--- config.mk ---
export PLATFORM = sky130hd
export DESIGN_NAME = iq_mixer_4ch
export DESIGN_NICKNAME = d
export VERILOG_FILES = /design/src/rtl/iq_mixer_4ch.sv
export SDC_FILE = /design/constraint.sdc
export NUM_CORES = 2
export LEC_CHECK = 0
export ABC_AREA = 1
export CAP_MARGIN = 25
export CORE_ASPECT_RATIO = 1.4
export CORE_MARGIN = 2
export CORE_UTILIZATION = 45
export CTS_CLUSTER_SIZE = 30
export DETAILED_ROUTE_END_ITERATION = 10
export PLACE_DENSITY_LB_ADDON = 0.15
export SYNTH_ARGS = -nofsm -noshare
export SYNTH_HDL_FRONTEND = slang
export SYNTH_SLANG_ARGS = --single-unit
--- constraint.sdc ---
create_clock -name CK -period 25.6 [get_ports CK]
set_input_delay 3.84 -clock CK [delete_from_list [all_inputs] [get_ports CK]]
set_output_delay 3.84 -clock CK [all_outputs]
set_load 0.01 [all_outputs]
--- src/rtl/iq_mixer_4ch.sv ---
// rtl/iq_mixer_4ch.sv - 4-channel I/Q mixer with windowed integration and squared-magnitude dump.
// Optional IQMIX_DC_BLOCK_EN mixes the first difference of the sample stream instead of the raw sample.
module iq_mixer_4ch #(
  parameter int SAMPLE_W = 16,
  parameter int NCO_W    = 18,
  parameter int ACC_W    = 48,
  parameter int LOG2_WIN = 7,
  parameter int SCALE_SH = 24
) (
  input  logic               CK,
  input  logic               RST,
  input  logic               SAMPLE_VALID,
  input  logic [SAMPLE_W-1:0] sample,
  input  logic [NCO_W-1:0]   cos0,
  input  logic [NCO_W-1:0]   sin0,
  input  logic [NCO_W-1:0]   cos1,
  input  logic [NCO_W-1:0]   sin1,
  input  logic [NCO_W-1:0]   cos2,
  input  logic [NCO_W-1:0]   sin2,
  input  logic [NCO_W-1:0]   cos3,
  input  logic [NCO_W-1:0]   sin3,
  output logic               BUSY,
  output logic               OVERRUN,
  output logic               OUT_VALID,
  output logic [1:0]         OUT_CH,
  output logic [2*NCO_W:0]   OUT_MAG,
  output logic               FRAME_END
);

`ifdef IQMIX_DC_BLOCK_EN
  localparam int XW = SAMPLE_W + 1;
`else
  localparam int XW = SAMPLE_W;
`endif
  localparam int MW = (XW > NCO_W) ? XW : NCO_W;
  localparam logic signed [ACC_W-1:0] SAT_MAX = ACC_W'((64'sd1 <<< (NCO_W - 1)) - 64'sd1);
  localparam logic signed [ACC_W-1:0] SAT_MIN = ~SAT_MAX;

  typedef enum logic [1:0] {IDLE, MAC, DUMP} state_t;

  state_t                    state;
  logic [2:0]                k;
  logic [LOG2_WIN-1:0]       cnt;
  logic signed [XW-1:0]      x_lat;
  logic signed [NCO_W-1:0]   nco_lat [8];
  logic signed [ACC_W-1:0]   acc [8];
  logic [2*NCO_W-1:0]        mag_part;

  logic signed [XW-1:0]      x_new;
  logic signed [ACC_W-1:0]   acc_sh;
  logic signed [NCO_W-1:0]   sat;
  logic signed [MW-1:0]      op_a;
  logic signed [MW-1:0]      op_b;
  logic signed [2*MW-1:0]    prod;

`ifdef IQMIX_DC_BLOCK_EN
  logic signed [SAMPLE_W-1:0] x_prev;
  assign x_new = $signed({sample[SAMPLE_W-1], sample}) - $signed({x_prev[SAMPLE_W-1], x_prev});
`else
  assign x_new = $signed(sample);
`endif

  // The single multiplier: x * nco during MAC, sat * sat during DUMP.
  always_comb begin
    acc_sh = acc[k] >>> SCALE_SH;
    if (acc_sh > SAT_MAX)
      sat = {1'b0, {(NCO_W-1){1'b1}}};
    else if (acc_sh < SAT_MIN)
      sat = {1'b1, {(NCO_W-1){1'b0}}};
    else
      sat = acc_sh[NCO_W-1:0];
    if (state == DUMP) begin
      op_a = MW'(sat);
      op_b = MW'(sat);
    end else begin
      op_a = MW'(x_lat);
      op_b = MW'(nco_lat[k]);
    end
    prod = op_a * op_b;
  end

  always_ff @(posedge CK or posedge RST) begin
    if (RST) begin
      state     <= IDLE;
      k         <= '0;
      cnt       <= '0;
      x_lat     <= '0;
      mag_part  <= '0;
      BUSY      <= 1'b0;
      OVERRUN   <= 1'b0;
      OUT_VALID <= 1'b0;
      OUT_CH    <= '0;
      OUT_MAG   <= '0;
      FRAME_END <= 1'b0;
      for (int i = 0; i < 8; i++) begin
        nco_lat[i] <= '0;
        acc[i]     <= '0;
      end
`ifdef IQMIX_DC_BLOCK_EN
      x_prev    <= '0;
`endif
    end else begin
      OUT_VALID <= 1'b0;
      FRAME_END <= 1'b0;
      if (SAMPLE_VALID && state != IDLE)
        OVERRUN <= 1'b1;
      case (state)
        IDLE: begin
          if (SAMPLE_VALID) begin
            x_lat      <= x_new;
            nco_lat[0] <= cos0;
            nco_lat[1] <= sin0;
            nco_lat[2] <= cos1;
            nco_lat[3] <= sin1;
            nco_lat[4] <= cos2;
            nco_lat[5] <= sin2;
            nco_lat[6] <= cos3;
            nco_lat[7] <= sin3;
`ifdef IQMIX_DC_BLOCK_EN
            x_prev     <= sample;
`endif
            k     <= '0;
            state <= MAC;
            BUSY  <= 1'b1;
          end
        end
        MAC: begin
          acc[k] <= acc[k] + ACC_W'(prod);
          k      <= k + 3'd1;
          if (k == 3'd7) begin
            cnt <= cnt + 1'b1;
            // k wraps to 0 here, so DUMP starts on channel 0's I accumulator.
            if (&cnt) begin
              state <= DUMP;
            end else begin
              state <= IDLE;
              BUSY  <= 1'b0;
            end
          end
        end
        DUMP: begin
          acc[k] <= '0;
          k      <= k + 3'd1;
          if (!k[0]) begin
            mag_part <= prod[2*NCO_W-1:0];
          end else begin
            OUT_MAG   <= {1'b0, mag_part} + {1'b0, prod[2*NCO_W-1:0]};
            OUT_CH    <= k[2:1];
            OUT_VALID <= 1'b1;
            FRAME_END <= (k == 3'd7);
            if (k == 3'd7) begin
              state <= IDLE;
              BUSY  <= 1'b0;
            end
          end
        end
        default: begin
          state <= IDLE;
          BUSY  <= 1'b0;
        end
      endcase
    end
  end

endmodule
## Word level (Yosys, flattened, before mapping)

Cells that the tools add are included.

- Register bits after elaboration: 635
- Input port bits: 163
- Word-level logic and storage cells: 95
- Output and inout bits: 43

- Bitwise gates (word level): 4
- Multiplexer cells: 32
- Eq/ne operators: 8
- $mul: 1
- Order comparisons: 4
- Reductions and logical operators: 15
- $add $sub $neg: 4

Operators by type and width:

| operator | count |
|---|---|
| one-hot mux 384 bit (2 select lines) | 1 |
| AND 384 bit | 1 |
| bitwise mux 384 bit | 1 |
| inverter 384 bit | 1 |
| binary-select mux 48 bit (select 3 bit) | 1 |
| demux 48 bit (select 3 bit) | 1 |
| 2-to-1 mux 48 bit | 3 |
| 2-to-1 mux 18 bit | 6 |
| binary-select mux 18 bit (select 3 bit) | 1 |
| adder 48 x 36 -> 48 bit | 1 |
| adder 36 x 36 -> 37 bit | 1 |
| multiplier 18 x 18 -> 36 bit | 1 |
| > comparator 24 x 18 -> 1 bit, second input constant | 1 |
| < comparator 24 x 18 -> 1 bit, second input constant | 1 |
| 2-to-1 mux 2 bit | 5 |
| AND reduction 2 bit | 5 |
| 2-to-1 mux 1 bit | 9 |
| != test 2 bit, second input constant | 4 |
| adder 7 x 1 -> 7 bit, second input constant | 1 |
| AND reduction 7 bit | 1 |
| one-hot mux 2 bit (3 select lines) | 1 |
| one-hot mux 3 bit (2 select lines) | 1 |
| nonzero test 2 bit | 3 |
| AND reduction 5 bit | 1 |
| 15 further kinds | 16 |

## Logic depth before layout (Yosys ltp)

- Depth after elaboration: 12
- Gate-level depth with buffers: 58

## Least setup slack after synthesis

No wires, ideal clock.

- Path kind: register to register
- Start point: reg k[2]
- End point: reg acc[131] in the netlist's numbering
- Cell stages (with the launch flop): 54
- Required time: 25.481 ns
- Path slack: 16.955 ns
- Buffers on the path: 5
- Period minus slack after synthesis: 8.645 ns
- Arrival time: 8.526 ns
- Cell sequence: dfrtp_1 -> buf_4 -> inv_4 -> nor2_2 -> nand2_1 -> buf_4 -> o22ai_1 -> nor2_1 -> nand2_2 -> nor2_1 -> nand3_1 -> a21oi_4 -> buf_6 -> nand2_1 -> nand2_1 -> buf_2 -> nor2_1 -> fa_1 -> [18 not listed] -> nand2_1 -> nand2_1 -> nand2_1 -> and2_1 -> ha_1 -> nand2_1 -> nor2_1 -> inv_1 -> nor2_1 -> nand2_1 -> inv_1 -> nand2_1 -> nand2_1 -> a21oi_1 -> or2_2 -> clkbuf_1 -> nand4_1 -> nand2_1

- Word-level cells in the longest chain between the ends: 12
- Elaborated cells on any way between the ends: 24
- Classes of those cells: add/sub: 1; mul: 1; order compare: 4; mux: 14; bitwise: 3; reduce/logical: 1

RTL lines:

| item | RTL line | source |
|---|---|---|
| start: declaration | 42 | `logic [2:0] k;` |
| start signal: assignment | 129 | `k <= k + 3'd1;` |
| start signal: assignment | 143 | `k <= k + 3'd1;` |
| inverter 3 -> 4 bit (not written as such) * | 65, 77 |  |
| binary-select mux 48 bit (select 3 bit) | 65 | `acc_sh = acc[k] >>> SCALE_SH;` |
| 2-to-1 mux 48 bit (not written as such) (2 in series) | 65 |  |
| < comparator 24 x 18 -> 1 bit | 68 | `else if (acc_sh < SAT_MIN)` |
| 2-to-1 mux 18 bit | 68 |  |
| 2-to-1 mux 18 bit | 66 | `if (acc_sh > SAT_MAX)` |
| 2-to-1 mux 18 bit | 72 | `if (state == DUMP) begin` |
| multiplier 18 x 18 -> 36 bit * | 79 | `prod = op_a * op_b;` |
| net prod[27] | 54 | `logic signed [2*MW-1:0] prod;` |
| adder 48 x 36 -> 48 bit * | 128 | `acc[k] <= acc[k] + ACC_W'(prod);` |
| bitwise mux 384 bit * | 128 |  |
| one-hot mux 384 bit (2 select lines) * | 107 | `case (state)` |
| end signal: indexed assignment | 128 |  |
| end: declaration | 46 | `logic signed [ACC_W-1:0] acc [8];` |

The timed path passes the listed nets; every way through them passes the cells marked *. The select of a mux whose other input is x is not followed.
A chain may end at the register's enable or synchronous reset.

## Worst setup path after layout

- Start point: reg k[0]
- End point: reg acc[279] in the netlist's numbering

Same word-level chain as after synthesis.

==> impl_results.md <==
- Syn Inst Count: between 5000 and 6000
- Worst path arrival time: between 10 and 15 ns
- CP required: 26.15 ns
- Gr usage total: 0.338
- Hold_buf cts: 0
- Area delta synth->final: 12.7%
- Crit-path slowest cell: nor4_1
- Synthesized cell area: 44700 um2
- Drc violations: 0
- Yosys top cell area share: 0.355
- First-pass GRT wire length: 255 mm
- Crit path time final: around 13 ns
- Routed Antenna Nets: 0
- Fin crit share: 0.522
- Synth Flop Type: dfrtp_1
- Layout cells sized above 1: 0.0807
- Layout Cells excl Fill: between 6000 and 7000
- H-tree level count: 3
- CTS buffer count: 68
- Row count: approximately 140
- Synthesized area per cell: 8.36 um2
- I/O Buffers: 205
- Inst Count DP: 6730
- Vias in the first global route: between 40000 and 50000
- Path depth of the worst reg2reg path: 43
- Hold WC Path Type: reg -> reg
- Fin nets: 6168
- Setup TNS: 0 ns
- Critical Path Fanout Max: 38
- Fin worst setup slack: approximately 12 ns
- Post-synthesis sequential area ratio: 0.355
- Hpwl dp: 129 mm
- Syn nets: approximately 6000
- Register bit total from synthesis: 635
- Worst rel slew slack: 0.311
- Setup bufs post-CTS: 0
- Fin. max-slew vios: 0
- Die height: around 380 um
- Max_cap viols: 0
- Most numerous cell in the Yosys netlist: nand2_1
- Drt initial violations: roughly 3400
- TritonCTS clock tree: done
- Cts repair resizes: 0
- Setup Viol. Count Final: 0
- Worst path most repeated cell: nand2_1
- Ys async rst share: 1.00
- CTS Sinks: 635
- Die area: between 100000 and 150000 um2
- Largest net degree at the start of global routing: 181
- Critical Path Start Type: flip-flop
- CP Capture Type: flip-flop
- Post-synth top area cell: dfrtp_1
- Max clock buf depth: 3
- Root Buffer: clkbuf_16
- Num ports: between 200 and 250
- Grt total ovfl: 0
- Smallest hold slack: 0.457 ns
- Met2 GRT Util: 0.585
- WL final: between 150 and 200 mm
- Initial Utilization: 0.455
- Wire length per cell: between 20 and 30 um
- Synth top cells by count: nand2_1 (1170), inv_1 (820), dfrtp_1 (635), o21ai_0 (428), nor2_1 (426)
- Clk Latency, worst-skew pair: 0.66 ns
- Top Usage Layer GRT: met2
- Worst-path clk slew: about 0.060 ns
- Initial antenna violation count: 13
- Vias/cell: about 5.7
- Met3 usage: 0.0512
- Post-synth EDFFs: 0
- Fmax: between 0.07 and 0.08 GHz
- Final Hold Viols: 0
- Critical path's largest stage delay: approximately 0.8 ns
- Worst-Margin Slew: approximately 1.0 ns
- Hold path depth: 1
- Die Wd: ~270 um
- RSZ-0062 raised after global routing: false
- CP Class: reg -> reg
- Core ar.: ~98000 um2
- Total number of vias: just under 40000
- Grt met1 use: 0.390
- Routability cong.: around 1
- Synth cell types: just over 50
- Yosys warnings: 0
- Most area-consuming cells after synthesis: dfrtp_1 (36%), fa_1 (15%), nand2_1 (9.8%), inv_1 (6.9%), ha_1 (5.1%)
- Setup Slack @ Placement: between 10 and 15 ns
- TritonRoute pass-1 iters: 7
- Final Skew: 0.0319 ns
- Status: completed
-- critical path, delay by kind of cell, from the launching register on --
family          cells  cell delay (ns)
fa+ha+maj           8             3.97
compound gates      4             1.33
flops               1             0.40
buf+inv            12             2.88
simple gates       19             4.58
-- kinds of logic (layout without fill, tap and decap cells) --
kind of cell | count (synthesis) | in the layout | share of synthesized area
flops | 635 | 635 | 0.355
other cells | 0 | 12 | 0
mux | 150 | 150 | 0.0378
fa+ha+maj | 513 | 513 | 0.199
simple gates | 1940 | 1940 | 0.179
compound gates | 1021 | 1021 | 0.130
buf+inv | 1045 | 1235 | 0.0907
xor+xnor | 45 | 45 | 0.00881
-- worst paths after layout --
check / startpoint / endpoint / slack [ns]
setup / recovery: k[0] / acc[279] / 12.24
hold / removal: OVERRUN / OVERRUN / 0.46
setup reg to reg: k[0] / acc[279] / 12.24
hold reg to reg: OVERRUN / OVERRUN / 0.46
max in group asynchronous: RST / nco_lat[25] / 18.71
min in group asynchronous: RST / acc[101] / 3.81
-- final cells by class --
| cell class | instances | area, um2 |
|---|---|---|
| Inverter | 854 | 3220 |
| Antenna cell | 12 | 30.0 |
| Sequential cell | 635 | 15900 |
| Timing Repair Buffer | 264 | 2570 |
| Tap cell | 1311 | 1640 |
| Fill cell | 9670 | 47900 |
| Clock inverter | 17 | 223 |
| Clock buffer | 100 | 1990 |
| Multi-Input combinational cell | 3669 | 24900 |
-- flip-flops by register name (all words and copies together) (netlist names) --
register	cells
OUT_CH	2
OVERRUN	1
nco_lat	144
k	3
FRAME_END	1
OUT_MAG	37
cnt	7
acc	384
mag_part	36
x_lat	16
BUSY	1
state	2
OUT_VALID	1
-- through the flow --
| step | instance area (um2) | util |
|---|---|---|
| 2_1_floorplan | 44700 | - |
| 3_3_place_gp | 48100 | 0.489 |
| 3_5_place_dp | 48100 | 0.489 |
| 4_1_cts | 50300 | 0.512 |
| 5_1_grt | 50400 | 0.513 |
| 6_report | 50400 | 0.513 |
-- per-layer routing --
layer  part of all wire  vias to the layer above
met5           0.000076                        -
met3              0.058                      525
met4              0.070                        2
met2               0.50                     1496
met1               0.37                    19600
li1                   -                    17600
-- placed cells by master, fill, tap and decap left out, types with 10 or more instances in the layout --
master	synthesis	routed
a21oi_1	194	194
a221oi_1	21	21
a22oi_1	20	20
a31oi_1	23	23
buf_4	13	49
clkbuf_1	132	15
clkbuf_16	0	68
clkbuf_8	0	17
clkdlybuf4s50_1	0	205
dfrtp_1	635	635
diode_2	0	12
fa_1	332	332
ha_1	181	180
inv_1	820	818
inv_2	27	29
mux2_2	150	150
nand2_1	1170	1166
nand2_2	27	30
nand3_1	130	130
nand4_1	66	66
nor2_1	426	416
nor2_2	5	12
nor3_1	26	26
nor4_1	10	10
o21ai_0	428	428
o21ai_1	18	18
o21bai_1	20	20
o22ai_1	242	242
o41ai_1	14	11
or2_2	49	49
or4_1	15	15
xnor2_1	15	15
xor2_1	30	30
Power is not shown: default switching activity piles up to over one toggle a cycle in this logic, so the estimate is an artifact.
